[src/rtl/decodificador_display.sv]
// Display loopback checker: decodes three 7-segment buses back to a decimal value,
// debounces the pattern triple and verifies it follows the free-running count.
module decodificador_display #(
   parameter int unsigned STABLE_CYCLES = 3,
   parameter int unsigned MAX_VALUE     = 255,
   parameter int unsigned ERR_W         = 16
) (
   input  logic             reloj,
   input  logic             reset,
   input  logic [6:0]       seg_cen,
   input  logic [6:0]       seg_dec,
   input  logic [6:0]       seg_uni,
   output logic [9:0]       valor,
   output logic             valor_valido,
   output logic             patron_invalido,
   output logic             error_secuencia,
   output logic             sincronizado,
   output logic [ERR_W-1:0] cuenta_errores
);

   localparam int unsigned CW       = $clog2(STABLE_CYCLES + 1);
   localparam logic [CW-1:0] STAB_MAX = CW'(STABLE_CYCLES);
   localparam logic [CW-1:0] STAB_PRE = CW'(STABLE_CYCLES - 1);
   localparam logic [9:0]    MAX_V    = 10'(MAX_VALUE);

   typedef enum logic {IDLE, TRACK} estado_t;

   estado_t         estado;
   logic [20:0]     muestra;
   logic [CW-1:0]   stab_cnt;

   logic [20:0]     entrada;
   logic            nuevo, acepta, digitos_ok, fuera_seq;
   logic [4:0]      dc, dd, du;
   logic [9:0]      v, esperado;

   // Returns {valid, digit}; anything outside the ten glyphs (blank included) is invalid.
   function automatic logic [4:0] decodifica(input logic [6:0] s);
      case (s)
         7'h7E:   return {1'b1, 4'd0};
         7'h30:   return {1'b1, 4'd1};
         7'h6D:   return {1'b1, 4'd2};
         7'h79:   return {1'b1, 4'd3};
         7'h33:   return {1'b1, 4'd4};
         7'h5B:   return {1'b1, 4'd5};
         7'h5F:   return {1'b1, 4'd6};
         7'h70:   return {1'b1, 4'd7};
         7'h7F:   return {1'b1, 4'd8};
         7'h7B:   return {1'b1, 4'd9};
         default: return 5'd0;
      endcase
   endfunction

   always_comb begin
      entrada    = {seg_cen, seg_dec, seg_uni};
      // stab_cnt==0 only after reset, so a triple held across reset release starts a fresh run
      nuevo      = (entrada != muestra) || (stab_cnt == '0);
      acepta     = nuevo ? (STABLE_CYCLES == 1) : (stab_cnt == STAB_PRE);
      dc         = decodifica(seg_cen);
      dd         = decodifica(seg_dec);
      du         = decodifica(seg_uni);
      digitos_ok = dc[4] & dd[4] & du[4];
      v          = 10'(dc[3:0]) * 10'd100 + 10'(dd[3:0]) * 10'd10 + 10'(du[3:0]);
      esperado   = (valor == MAX_V) ? '0 : valor + 10'd1;
      fuera_seq  = (v != esperado) || (v > MAX_V);
   end

   always_ff @(posedge reloj) begin
      if (!reset) begin
         estado          <= IDLE;
         muestra         <= '0;
         stab_cnt        <= '0;
         valor           <= '0;
         valor_valido    <= 1'b0;
         patron_invalido <= 1'b0;
         error_secuencia <= 1'b0;
         sincronizado    <= 1'b0;
         cuenta_errores  <= '0;
      end else begin
         valor_valido    <= 1'b0;
         patron_invalido <= 1'b0;
         error_secuencia <= 1'b0;

         if (nuevo) begin
            muestra  <= entrada;
            stab_cnt <= CW'(1);
         end else if (stab_cnt != STAB_MAX) begin
            stab_cnt <= stab_cnt + CW'(1);
         end

         if (acepta) begin
            if (!digitos_ok) begin
               patron_invalido <= 1'b1;
               estado          <= IDLE;
               sincronizado    <= 1'b0;
               if (cuenta_errores != '1)
                  cuenta_errores <= cuenta_errores + ERR_W'(1);
            end else begin
               valor        <= v;
               valor_valido <= 1'b1;
               estado       <= TRACK;
               sincronizado <= 1'b1;
               if (estado == TRACK && fuera_seq) begin
                  error_secuencia <= 1'b1;
                  if (cuenta_errores != '1)
                     cuenta_errores <= cuenta_errores + ERR_W'(1);
               end
            end
         end
      end
   end

endmodule

[config.mk]
export PLATFORM = sky130hd
export DESIGN_NAME = decodificador_display
export DESIGN_NICKNAME = d
export VERILOG_FILES = /design/src/rtl/decodificador_display.sv
export SDC_FILE = /design/constraint.sdc
export NUM_CORES = 1
export LEC_CHECK = 0
export ABC_AREA = 0
export CAP_MARGIN = 0
export CORE_MARGIN = 10
export CORE_UTILIZATION = 30
export CTS_BUF_LIST = sky130_fd_sc_hd__clkbuf_2
export DETAILED_ROUTE_END_ITERATION = 10
export GPL_TIMING_DRIVEN = 0
export SETUP_SLACK_MARGIN = 0.15
export SLEW_MARGIN = 20
export SYNTH_ARGS = -nofsm -noshare
export SYNTH_HDL_FRONTEND = slang
export SYNTH_SLANG_ARGS = --single-unit
[constraint.sdc]
create_clock -name reloj -period 9.25 [get_ports reloj]
set_clock_uncertainty 0.15 [all_clocks]
set_input_delay 1.85 -clock reloj [delete_from_list [all_inputs] [get_ports reloj]]
set_output_delay 1.85 -clock reloj [all_outputs]
set_load 0.01 [all_outputs]
=== Word-level counts from Yosys, hierarchy flattened ===
Cells that the tools add are included.

* $add $sub $neg: 5
* Multiply operators: 2
* Magnitude comparators: 1
* Equality and inequality tests: 37
* Multiplexer cells: 13
* Bitwise gates (word level): 3
* Reduce and logical (&&, ||, !) cells: 10

{| class="wikitable"
|+ Operators with widths
! kind !! count
|-
| $eq 7x7->1 const B || 24
|-
| $pmux 5 s10 || 3
|-
| $mux 16 || 3
|-
| $eq 7x6->1 const B || 6
|-
| $ne 21x21->1 || 1
|-
| $add 16x1->16 const B || 1
|-
| $ne 16x16->1 const B || 1
|-
| $add 10x1->10 const B || 1
|-
| $add 10x4->10 || 1
|-
| $add 10x8->10 || 1
|-
| $eq 10x8->1 const B || 1
|-
| $gt 10x8->1 const B || 1
|-
| $mux 10 || 1
|-
| $ne 10x10->1 || 1
|-
| $mul 4x5->8 const B || 1
|-
| $mul 4x3->7 const B || 1
|-
| $mux 1 || 6
|-
| $reduce_and 2->1 || 3
|-
| $reduce_and 3->1 || 1
|-
| $add 2x1->2 const B || 1
|-
| $and 1x1->1 || 2
|-
| $eq 2x2->1 const B || 1
|-
| $logic_not 2->1 || 1
|-
| $logic_or 1x1->1 || 2
|-
| 6 further kinds || 6
|}

* Register bits: 53
* Bits of input ports: 23
* Output and inout port bits: 30

=== Longest topological paths before layout ===
* Depth after elaboration: 10
* Depth in mapped cells: 22

=== Least setup slack after synthesis ===
No wires, ideal clock.

* Path type: input port to flip-flop
* Start: in seg_dec[0]
* End: reg cuenta_errores[1]
* Library setup time: 0.128 ns
* Arrival: 6.228 ns
* Data required time: 8.972 ns
* Setup slack: 2.745 ns
* Stages on the path: 21
* Path buffers: 2
* Path through: clkbuf_1 nor3_1 and3_1 o21ai_0 inv_1 ha_1 ha_1 fa_1 xor2_1 ha_1 ha_1 and3_1 a221oi_2 xnor2_1 xor2_1 nor4_1 a41oi_4 o211ai_2 buf_6 mux2i_1 nor2_1

* Word-level cells in the longest chain between the ends: 10

{| class="wikitable"
|+ Ends and longest elaborated chain
! element !! RTL line !! source
|-
| start, declared || 11 || <nowiki>input logic [6:0] seg_dec,</nowiki>
|-
| $eq 7x7->1 / $eq 7x6->1 (equally long branches) || 39 || <nowiki>case (s)</nowiki>
|-
| $pmux 5 s10 || 39 ||
|-
| $mul 4x3->7 || 63 || <nowiki>v = 10'(dc[3:0]) * 10'd100 + 10'(dd[3:0]) * 10'd10 + 10'(du[3:0]);</nowiki>
|-
| $add 10x8->10 || 63 ||
|-
| $add 10x4->10 || 63 ||
|-
| $gt 10x8->1 / $ne 10x10->1 (equally long branches) || 65 || <nowiki>fuera_seq = (v != esperado) || (v > MAX_V);</nowiki>
|-
| $logic_or 1x1->1 || 65 ||
|-
| $logic_and 1x1->1 || 103 || <nowiki>if (estado == TRACK && fuera_seq) begin</nowiki>
|-
| $ne 2x1->1 (no source line) || -- ||
|-
| $reduce_and 2->1 (no source line) || -- ||
|-
| end signal, assigned || 97 || <nowiki>cuenta_errores <= cuenta_errores + ERR_W'(1);</nowiki>
|-
| end signal, assigned || 106 || <nowiki>cuenta_errores <= cuenta_errores + ERR_W'(1);</nowiki>
|-
| end, declared || 18 || <nowiki>output logic [ERR_W-1:0] cuenta_errores</nowiki>
|}

Parallel ways exist; a longest one is shown, timed or not.
A chain may end at the register's enable or synchronous reset.

=== Worst setup path in the final report ===
* Start: in seg_dec[1]
* End: reg cuenta_errores[1]

Same word-level chain as after synthesis.

==> metrics.yaml <==
yosysWarnings: 0
maxCapViolCount: 0
max_freq_ghz: 0.1423
grt_setup_unrepaired: "false"
hold_viol: 0
die_h_um: 133.5
cts_buffers: 5
synth_area_sq_um: 3865
pin_count: 53
io_buffers: 38
grt_use_total_pct: 10.92
overflow: 0
dr.pass1.iters: 4
vias: 3367
antenna_found_initial: 0
synthTopCellsByCount: "53 x dfxtp_1, 30 x nand2_1, 29 x inv_1, 28 x ha_1"
postSynth.asyncResetShare_pct: 0
grt_pass1_wl_um: 16260
synth-seq-cells: 53
ant_nets: 0
cellPowerDensity_nw_per_um2: 86.33
area_delta_synth_final_pct: 16.28
yosysTopAreaCell: "dfxtp_1"
drc: 0
hold_ws_ps: 366.8
ys_types: 71
cp-end-kind: "flop"
die_x_um: 133.5
worstPathRequired_ps: 9480
routed_wl_um: 9865
clk_latency_ps: 460
synth_area_leaders: "dfxtp_1 27%, ha_1 9.1%, xor2_1 5.7%"
yosysMostFrequentCell: "dfxtp_1"
hold_depth: 2
fillCellCount: 1354
ff2ff_path_depth: 11
start_util_pct: 30.63
cts_resized: 0
core_sq_um: 12620
vias_per_cell: 5.010
power_uw: 388.0
fin_crit_sh_pct: 76.00
start_kind: "input port"
synth.top_cell.area_share_pct: 27.45
finalCriticalPeriod_ps: 7030
clock_tree.buffer_depth: 2
path_max_fanout: 10
synth-seq-area-share_pct: 27.45
clk_pin_slew_ps: 260
dp.cells: 665
critical_path_class: "in -> reg"
fp-row-count: 41
cts-root-buf: "clkbuf_2"
nNetsFinal: 556
post_dp_cell_area_sq_um: 4461
setup_viol: 0
peakVddDrop_uv: 35.99
synth_edf_count: 0
fin_tns_setup_ps: 0
relSlewSlack_pct: 54.01
post_cts_buffers: 0
gp_congestion: 0.8962
cts_tree: "done"
grt_pass1_vias: 3349
dieArea_sq_um: 17820
slew_viol_final: 0
n_antenna_cell: 0
hpwl_um: 7740
wl_per_cell_um: 14.68
final_cell_count_no_fill: 672
numClockSinks: 53
p_leak_nw: 1.838
cts_hold_buf: 0
htreeDepth: 2
hold_class: "reg -> reg"
layout-drive-gt1-share_pct: 6.600
netlist_instances: 455
worst_pin_slew_ps: 689.9
stdcell_area_sq_um: 4494
status: "finished clean"
grt_max_degree: 15
yosys_most_used_dff: "dfxtp_1"
synthesis.nets: 511
initialDrtViolationCount: 206
worstPathArrival_ps: 7260
synth.avg_cell_area_sq_um: 8.494
-- worst max-delay path, stage by stage --
cell	delay, ps
clkdlybuf4s50_1	480
buf_2	230
nand3b_1	130
a21oi_1	60
o21ai_0	480
inv_1	100
ha_1	320
ha_1	220
fa_1	470
ha_1	300
ha_1	370
a21o_1	210
a221oi_2	310
xnor2_1	160
xor2_1	180
nor4_1	510
a41oi_4	220
o211ai_2	240
buf_6	170
mux2i_1	180
nor2_1	50
-- kinds of logic after synthesis --
| family | after synthesis | synth area share, % |
|---|---|---|
| multiplexers | 11 | 2.881 |
| buffers and inverters | 55 | 6.345 |
| AO/OA/AOI/OAI | 89 | 17.13 |
| flip-flops | 53 | 27.45 |
| adder cells (fa/ha/maj) | 33 | 11.65 |
| XOR/XNOR | 41 | 9.647 |
| AND/OR/NAND/NOR | 173 | 24.90 |
-- layer usage --
metal | share of wire [%] | GRT usage [%] | vias up
met5 | 0 | 0 | -
li1 | - | - | 1697
met2 | 50 | 19.80 | 49
met3 | 3.0 | 2.180 | 8
met1 | 46 | 12.66 | 1613
met4 | 1.3 | 2.963 | 0
-- cells in the final DEF (no fill, tap or decap), types with 3 or more instances in the layout --
| master | n |
|---|---|
| a21o_1 | 4 |
| a21oi_1 | 24 |
| and2_1 | 23 |
| and3_1 | 8 |
| buf_2 | 9 |
| buf_6 | 3 |
| clkbuf_1 | 10 |
| clkbuf_2 | 7 |
| clkdlybuf4s50_1 | 38 |
| clkinv_1 | 3 |
| dfxtp_1 | 53 |
| fa_1 | 5 |
| ha_1 | 28 |
| inv_1 | 29 |
| mux2i_1 | 10 |
| nand2_1 | 30 |
| nand2b_1 | 5 |
| nand3_1 | 16 |
| nand3b_1 | 4 |
| nand4_1 | 10 |
| nor2_1 | 25 |
| nor2b_1 | 8 |
| nor3_1 | 5 |
| nor3b_1 | 4 |
| nor4_1 | 8 |
| o21ai_0 | 16 |
| o21ai_1 | 5 |
| o31ai_1 | 6 |
| or3_1 | 11 |
| or4_1 | 5 |
| xnor2_1 | 15 |
| xor2_1 | 25 |
-- per-stage QoR --
| step | util, % | setup WS, ps |
|---|---|---|
| after CTS | 35.61 | 2252 |
| final | 35.61 | 2220 |
| after global placement | 35.35 | 1751 |
| after global routing | 35.61 | 1779 |
| after floorplan | - | 2745 |
| after detailed placement | 35.35 | 1729 |
-- registers in the layout, indices dropped and copies added, names as in the netlist --
name / count
cuenta_errores: 16
error_secuencia: 1
estado: 1
muestra: 21
patron_invalido: 1
stab_cnt: 2
valor: 10
valor_valido: 1
-- final timing paths --
check	startpoint	to	slack, ps
max	seg_dec[1]	cuenta_errores[1]	2220
min	estado	estado	370
max reg2reg	valor[0]	cuenta_errores[1]	5900
min reg2reg	estado	estado	370
-- final cells by class --
cell class	count	area, sq um	share of cell area, %
sequential	53	1061	23.61
multi-input combinational	347	2559	56.93
clock buffer	6	30.03	0.6682
inverter	31	116.4	2.589
tap	172	215.2	4.788
clock inverter	1	3.754	0.08352
buffer	24	128.9	2.867
timing repair buffer	38	380.4	8.463
-- where the power goes --
group | leakage (nW) | switching (mW) | internal [mW]
Sequential | 0.433 | 0.00233 | 0.234
Clock | 0.0265 | 0.0733 | 0.0175
Combinational | 1.38 | 0.0355 | 0.0251
Total | 1.84 | 0.111 | 0.277
Power figures use the tool's default switching activity.
